===== config.mk =====
export PLATFORM = sky130hd
export DESIGN_NAME = load_store_unit
export DESIGN_NICKNAME = d
export VERILOG_FILES = /design/src/rtl/load_store_unit.sv
export SDC_FILE = /design/constraint.sdc
export NUM_CORES = 1
export LEC_CHECK = 0
export ABC_CLOCK_PERIOD_IN_PS = 1350
export BUFFER_PORTS_ARGS = -buffer_cell sky130_fd_sc_hd__buf_2
export CORE_MARGIN = 3
export CORE_UTILIZATION = 43
export DETAILED_ROUTE_END_ITERATION = 7
export PLACE_DENSITY = 0.79
export REMOVE_ABC_BUFFERS = 1
export SLEW_MARGIN = 10
export SYNTH_ARGS = -nofsm -noshare
export SYNTH_HDL_FRONTEND = slang
export SYNTH_SLANG_ARGS = --single-unit

===== constraint.sdc =====
create_clock -name clk -period 1.35 [get_ports clk]
set_input_delay 0.135 -clock clk [delete_from_list [all_inputs] [get_ports clk]]
set_output_delay 0.135 -clock clk [all_outputs]
set_load 0.02 [all_outputs]

===== src/rtl/load_store_unit.sv =====
// ---------------------------------------------------------------------------
// load_store_unit
//
// Purpose:
//   Moves one load or store at a time between the register file and a
//   single-port data RAM. The RAM has a registered read port, so a load
//   needs one issue cycle and one read cycle before its data can be
//   captured. The captured result is then held until the register file
//   accepts it.
//
// Optional feature (compile-time macro):
//   LSU_RANGE_CHECK_EN
//     defined   : a request with a non-zero op2[15:10] sets the sticky
//                 range_fault flag. A store with such an address does not
//                 write, and a load with such an address returns 0x0000 with
//                 the normal timing.
//     undefined : op2[15:10] is ignored, so the address is truncated to
//                 10 bits. range_fault is tied to 0.
//
// Ports:
//   clk              in   1   single clock, all state updates on posedge
//   rst              in   1   synchronous active-high reset
//   req_valid        in   1   a load/store request is present
//   req_ready        out  1   the unit is idle and can accept a request
//   req_is_store     in   1   1 = store, 0 = load
//   op1              in  16   store data
//   op2              in  16   word address (low 10 bits reach the RAM)
//   req_rd           in   3   destination register of a load
//   mem_addr         out 10   RAM address
//   mem_write_data   out 16   RAM write data
//   mem_write_enable out  1   RAM write strobe
//   mem_read_data    in  16   RAM read data, valid one cycle after address
//   resp_valid       out  1   load result available
//   resp_ready       in   1   register file accepts the load result
//   resp_data        out 16   load result
//   resp_rd          out  3   destination register of the load result
//   range_fault      out  1   sticky out-of-range flag
// ---------------------------------------------------------------------------
module load_store_unit (
  input  logic        clk,
  input  logic        rst,
  input  logic        req_valid,
  output logic        req_ready,
  input  logic        req_is_store,
  input  logic [15:0] op1,
  input  logic [15:0] op2,
  input  logic [2:0]  req_rd,
  output logic [9:0]  mem_addr,
  output logic [15:0] mem_write_data,
  output logic        mem_write_enable,
  input  logic [15:0] mem_read_data,
  output logic        resp_valid,
  input  logic        resp_ready,
  output logic [15:0] resp_data,
  output logic [2:0]  resp_rd,
  output logic        range_fault
);

  localparam logic [1:0] S_IDLE  = 2'd0;
  localparam logic [1:0] S_ISSUE = 2'd1;
  localparam logic [1:0] S_READ  = 2'd2;
  localparam logic [1:0] S_RESP  = 2'd3;

  logic [1:0]  r_state;
  logic [1:0]  w_state_nxt;
  logic [9:0]  r_mem_addr;
  logic [15:0] r_mem_wdata;
  logic        r_is_store;
  logic [2:0]  r_rd;
  logic        r_oor;
  logic [15:0] r_resp_data;
  logic [2:0]  r_resp_rd;
  logic        w_accept;
  logic        w_oor;

  assign w_accept = req_valid & (r_state == S_IDLE);

`ifdef LSU_RANGE_CHECK_EN
  logic r_range_fault;

  assign w_oor = (op2[15:10] != 6'd0);

  // Sticky fault flag: set by any accepted out-of-range request, cleared only by reset
  always_ff @(posedge clk) begin
    if (rst) begin
      r_range_fault <= 1'b0;
    end else if (w_accept & w_oor) begin
      r_range_fault <= 1'b1;
    end
  end

  assign range_fault = r_range_fault;
`else
  // The upper address bits have no function without the range check.
  logic w_unused_addr_hi;

  assign w_unused_addr_hi = |op2[15:10];
  assign w_oor            = 1'b0;
  assign range_fault      = 1'b0;
`endif

  // Next-state logic: stores finish after ISSUE, loads pass through READ into RESP
  always_comb begin
    w_state_nxt = r_state;
    case (r_state)
      S_IDLE: begin
        if (w_accept) begin
          w_state_nxt = S_ISSUE;
        end else begin
          w_state_nxt = S_IDLE;
        end
      end
      S_ISSUE: begin
        if (r_is_store) begin
          w_state_nxt = S_IDLE;
        end else begin
          w_state_nxt = S_READ;
        end
      end
      S_READ: begin
        w_state_nxt = S_RESP;
      end
      S_RESP: begin
        if (resp_ready) begin
          w_state_nxt = S_IDLE;
        end else begin
          w_state_nxt = S_RESP;
        end
      end
      default: begin
        w_state_nxt = S_IDLE;
      end
    endcase
  end

  // State, request capture and load-result capture
  always_ff @(posedge clk) begin
    if (rst) begin
      r_state     <= S_IDLE;
      r_mem_addr  <= 10'd0;
      r_mem_wdata <= 16'd0;
      r_is_store  <= 1'b0;
      r_rd        <= 3'd0;
      r_oor       <= 1'b0;
      r_resp_data <= 16'd0;
      r_resp_rd   <= 3'd0;
    end else begin
      r_state <= w_state_nxt;
      // The address and data are captured only on accept, so they hold
      // their last values in every other cycle.
      if (w_accept) begin
        r_mem_addr  <= op2[9:0];
        r_mem_wdata <= op1;
        r_is_store  <= req_is_store;
        r_rd        <= req_rd;
        r_oor       <= w_oor;
      end
      // The RAM read data is valid during READ because the address was
      // presented to the RAM at the edge that ended ISSUE.
      if (r_state == S_READ) begin
        r_resp_data <= r_oor ? 16'd0 : mem_read_data;
        r_resp_rd   <= r_rd;
      end
    end
  end

  assign req_ready      = (r_state == S_IDLE);
  assign resp_valid     = (r_state == S_RESP);
  assign resp_data      = r_resp_data;
  assign resp_rd        = r_resp_rd;
  assign mem_addr       = r_mem_addr;
  assign mem_write_data = r_mem_wdata;
  // The strobe is gated by rst directly so that a reset arriving during
  // ISSUE blocks the write on that same edge.
  assign mem_write_enable = (r_state == S_ISSUE) & r_is_store & ~r_oor & ~rst;

endmodule


==> results.toml, run 1 <==
[synth]
synth.distinct_cells = 16
ys_ff_latch = 51
ys_warn_count = 0
avgSynthCellArea_um2 = 7.95
synth.cell_area_um2 = 1830
synth_cells = 230
ys_seq_area_share_pct = 55.9

[global_routing]
grt_max_degree = 41
grt.met1_usage_pct = 20.0
busiest_layer = "met2"
antenna_found_initial = 0
grtUsageMet2_pct = 29.8
grtUsageTotal_pct = 17.4
grt-ovfl-total = 0
first_global_vias = 1650
met3_usage_pct = 7.81
grt_pass1_wl_um = 7180

[cts]
root_buffer = "clkbuf_8"
hold_buffers = 0
cts_buffer_depth = 2
clock_sink_count = 51
h-tree-depth = 2
post_cts_buffers = 0
cts_tree = "yes"
cts_made_buffers = 5
clk_latency_ns = 0.29
clk_pin_slew_ns = 0.09

[power_and_ir_drop]
power_frac_clock_pct = 28.9
vdd_drop_max_mv = 0.779
seq_power_share_pct = 53.0
power.density_nw_per_um2 = 1260
p_switching_mw = 0.876
swShare_pct = 28.1
p_comb_share_pct = 18.1
p_int_mw = 2.24
total_power_mw = 3.12
p_leak_nw = 1.15

[cells_and_area]
design_area_um2 = 2470
final_util_pct = 60.8
layout.nets = 379
synthToLayoutAreaGrowth_pct = 35.0
diodes = 0
final_layout_size_suffix_gt1_share_pct = 36.1

[min_path]
min_path_type = "input port to register"
hold_start = "op1[4]"
holdPathEnd = "mem_write_data[4]"
hold_depth = 3

[critical_path]
slowest_delay_ns = 0.56
r2r_slack_ns = 0.06
r2r_end = "mem_write_data[0]"
setup.worst_path.class = "register to register"
cp.arrival_ns = 1.46
start_kind = "register"
crit_chain = "or3b_4 -> nand2_1 -> a21oi_1"
critical_path.slowest_cell = "or3b_4"
ff2ff_path_depth = 3
cp_data_required_time_ns = 1.52
cp-end-kind = "register"
r2r_start = "r_state[1]"
path_max_fanout = 30

[floorplanning]
coreArea_um2 = 4060
row_count = 23
dieArea_um2 = 5070
die_h_um = 71.2
initial_utilization_pct = 45.1
io_pins = 105
die_w_um = 71.2

[placement]
io_buffers = 97
placed_area_um2 = 2350
hpwlAfterDp_um = 3080
place.gp.congestion = 0.730

[detailed_routing]
drc = 0
wl_um = 4300
drt-initial-drc-count = 66
vias = 1768
vias_per_cell = 4.73
first_pass_iters = 4
route.antenna.remaining_nets = 0
avgRoutedWirePerCell_um = 11.5

[timing]
min_period_over_period_pct = 95.2
timing.hold.ws_ns = 0.0630
tns_ns = 0
hold_viol = 0
setup_violations = 0
drv_slew = 0
rsz0062_at_grt = "no"
skew_ns = 0.00674
min_period_ns = 1.29
fmax_mhz = 778

[job]
drv_cap = 0

[status]
status = "complete, no violations"
==> routing by layer <==
metal | share of wire [%] | up-vias
li1 | - | 917
met5 | 0 | -
met4 | 0.51 | 0
met2 | 46 | 85
met1 | 41 | 764
met3 | 12 | 2
==> cell usage in the layout (no fill, tap or decap), types with 2 or more instances in the layout <==
| master | n |
|---|---|
| nand2_1 | 100 |
| buf_2 | 96 |
| a21oi_1 | 51 |
| dfxtp_1 | 49 |
| clkbuf_8 | 6 |
| buf_4 | 6 |
| nand2b_1 | 2 |
| dfxtp_2 | 2 |
==> final cells by class <==
type | count | area, um^2
tap | 50 | 62.6
sequential | 51 | 1020
clock buffer | 6 | 82.6
multi-input combinational | 161 | 727
timing repair buffer | 104 | 557
fill | 383 | 1590
clock inverter | 2 | 16.3
==> worst max-delay path: cells and delay by family (launching register included) <==
kind | cells | cell delay (ns)
DFF | 1 | 0.39
AOI/OAI and AO/OA | 1 | 0.07
and+or+nand+nor | 2 | 0.70
==> synth_stat cells <==
| master | n | area share [%] |
|---|---|---|
| a21oi_1 | 51 | 14 |
| and2_1 | 1 | 0.34 |
| buf_2 | 6 | 1.6 |
| buf_4 | 5 | 2.1 |
| buf_6 | 1 | 0.62 |
| clkbuf_1 | 6 | 1.2 |
| conb_1 | 1 | 0.21 |
| dfxtp_1 | 51 | 56 |
| nand2_1 | 100 | 21 |
| nand2b_1 | 2 | 0.68 |
| nor2_1 | 1 | 0.21 |
| nor2b_1 | 1 | 0.34 |
| nor3b_2 | 1 | 0.68 |
| nor4bb_1 | 1 | 0.55 |
| or3b_1 | 1 | 0.48 |
| or3b_4 | 1 | 0.62 |
==> state kept, by name, summed over array words and instances, names as in the netlist <==
signal	count
r_rd	3
r_is_store	1
mem_write_data	16
resp_rd	3
resp_data	16
mem_addr	10
r_state	2
==> power by group through the flow <==
stage | Combinational (mW) | Clock, mW | Sequential, mW
final | 0.565 | 0.899 | 1.65
after global routing | 0.630 | 0.992 | 1.67
after CTS | 0.567 | 0.937 | 1.65
after detailed placement | 0.574 | 0 | 1.68
after global placement | 0.566 | 0 | 1.67
after floorplan | 0.192 | 0 | 1.79
==> metrics by stage <==
| step | worst slack [ns] | std cells |
|---|---|---|
| 2_1_floorplan | -0.262 | 212 |
| 4_1_cts | 0.0182 | 374 |
| 3_5_place_dp | 0.139 | 367 |
| 5_1_grt | 0.000724 | 374 |
| 6_report | 0.0649 | 374 |
| 3_3_place_gp | 0.177 | 367 |
==> cells by family after synthesis <==
| kind of cell | after synthesis | share of synthesized area [%] |
|---|---|---|
| AO/OA/AOI/OAI | 51 | 14.0 |
| buffers and inverters | 18 | 5.54 |
| flip-flops | 51 | 55.9 |
| other | 1 | 0.205 |
| AND/OR/NAND/NOR | 109 | 24.4 |
==> how the worst max path moves through the flow <==
stage / from / end / depth (start not counted)
finish: r_state[1] / mem_write_data[0] / 3
global route: r_state[1] / mem_write_data[0] / 3
detailed placement: r_state[1] / mem_write_data[0] / 3
global placement: r_state[1] / mem_write_data[0] / 3
floorplan: r_state[1] / mem_addr[0] / 3
CTS: r_state[0] / mem_write_enable / 3
==> repair_timing <==
item,CTS,global route
resized for setup,3,3
endpoints found under the setup margin,1,1
gates cloned,0,0
endpoints found under the hold margin,0,0
pin swaps,1,1
Note: power is estimated with default switching activity, not from simulation.
==> run 2, diff against run 1 <==
--- a/config.mk
+++ b/config.mk
@@ -6,7 +6,7 @@
 export NUM_CORES = 1
 export LEC_CHECK = 0
 export ABC_CLOCK_PERIOD_IN_PS = 1350
-export BUFFER_PORTS_ARGS = -buffer_cell sky130_fd_sc_hd__buf_2
+export BUFFER_PORTS_ARGS = -buffer_cell sky130_fd_sc_hd__clkbuf_2
 export CORE_MARGIN = 3
 export CORE_UTILIZATION = 43
 export DETAILED_ROUTE_END_ITERATION = 7
==> constraint.sdc (replaced) <==
create_clock -name clk -period 1.35 [get_ports clk]
set_input_delay 0.27 -clock clk [delete_from_list [all_inputs] [get_ports clk]]
set_output_delay 0.27 -clock clk [all_outputs]
set_load 0.02 [all_outputs]
==> results.toml, run 2 (same netlist as run 1, synthesis figures left out) <==
[cells_and_area]
layout_commonest_cell = "nand2_1"
diodes = 0
final_cell_mix = "100 x nand2_1, 95 x clkbuf_2, 49 x a21oi_1, 49 x dfxtp_1, 7 x buf_4"
final_layout_size_suffix_gt1_share_pct = 37.5
layout.nets = 383
synthToLayoutAreaGrowth_pct = 41.1
fillers = 359

[floorplanning]
row_count = 23
coreArea_um2 = 4060
die_h_um = 71.2
io_pins = 105
die_w_um = 71.2
initial_utilization_pct = 45.1
dieArea_um2 = 5070

[cts]
root_buffer = "clkbuf_8"
h-tree-depth = 2
clock_sink_count = 51
hold_buffers = 0
clk_pin_slew_ns = 0.09
cts_tree = "yes"
cts_made_buffers = 5
clk_latency_ns = 0.30
cts_buffer_depth = 2

[critical_path]
path_max_fanout = 2
r2r_start = "r_state[0]"
cp.arrival_ns = 1.11
worstSetupStartpoint = "r_state[0]"
setup.worst_path.class = "register to primary output"
start_kind = "register"
cp_data_required_time_ns = 1.08
cp-end-kind = "primary output"

[placement]
preCtsSetupSlack_ns = 0.0883
hpwlAfterDp_um = 2950
place.gp.congestion = 0.727
io_buffers = 97

[power_and_ir_drop]
p_switching_mw = 0.893
p_leak_nw = 1.18
power.density_nw_per_um2 = 1300
p_int_mw = 2.46
seq_power_share_pct = 49.1
swShare_pct = 26.6
p_comb_share_pct = 18.6
vdd_drop_max_mv = 0.670
total_power_mw = 3.36
power_frac_clock_pct = 32.3

[global_routing]
first_global_vias = 1674
met3_usage_pct = 7.53
grtUsageMet2_pct = 29.1
antenna_found_initial = 0
grt-ovfl-total = 0
grt.met1_usage_pct = 19.3
grt_max_degree = 52
grt_pass1_wl_um = 7040
grtUsageTotal_pct = 17.1
busiest_layer = "met2"

[timing]
hold_viol = 0
min_period_over_period_pct = 102
rsz0062_at_grt = "yes"
fin_ws_ns = -0.0267
drv_slew = 0
setup_violations = 10
fmax_mhz = 726
min_period_ns = 1.38
skew_ns = 0.00889

[detailed_routing]
vias = 1762
route.antenna.remaining_nets = 0
avgRoutedWirePerCell_um = 11.6
drc = 0
first_pass_iters = 4
wl_um = 4370
drt-initial-drc-count = 77
vias_per_cell = 4.66

[status]
status = "finished, violations left"
violations = "negative setup slack"

[min_path]
hold_start = "op1[9]"
min_path_type = "input port to register"

[job]
drv_cap = 0
==> run 2: repair_timing <==
item	in CTS	in global routing
resized for setup	7	7
cloned	0	1
pin swaps	17	1
endpoints found under the setup margin	2	35
buffers inserted	2	1
==> run 2: critical path: stages, from the launching register on <==
cell and delay [ns]:
dfxtp_4 0.35, nor4bb_4 0.28, buf_4 0.18
==> run 2: path summary, 6_finish.rpt <==
kind	cells past startpoint	end	slack [ns]
setup / recovery	2	mem_write_enable	-0.03
hold / removal	3	mem_write_data[9]	0.18
setup reg to reg	7	mem_write_data[11]	-0.01
hold reg to reg	2	resp_rd[2]	0.46
==> run 2: area by class of cell <==
type	count	area, um^2	area share, %
repair buffers	108	636	24.6
flip-flops and latches	51	1030	39.9
clock buffers	6	82.6	3.20
clock inverters	2	35.0	1.36
multi-input cells	161	734	28.5
well taps	50	62.6	2.43
==> run 2: power by group through the flow <==
stage,sequential [mW],combinational [mW],clock [mW]
2_1_floorplan,1.79,0.192,0
3_3_place_gp,1.68,0.568,0
3_5_place_dp,1.69,0.578,0
4_1_cts,1.65,0.599,1.11
5_1_grt,1.66,0.688,1.17
6_report,1.65,0.623,1.08
==> run 2: per-stage QoR <==
step | util, % | area [um^2] | TNS, ns | hold WS (ns) | std cells
after floorplan | - | 1730 | -9.41 | 0.339 | 212
after global placement | 58.4 | 2370 | 0 | 0.438 | 366
after detailed placement | 58.4 | 2370 | 0 | 0.446 | 366
after CTS | 62.3 | 2530 | -0.164 | 0.172 | 376
after global routing | 63.6 | 2580 | -2.75 | 0.177 | 378
final | 63.6 | 2580 | -0.0668 | 0.176 | 378
==> run 2: layer usage <==
layer / wire, um / up-vias / part of all wire, %
li1: - / 922 / -
met1: 1900 / 760 / 43
met2: 1990 / 78 / 46
met3: 463 / 2 / 11
met4: 22 / 0 / 0.50
met5: 0 / - / 0
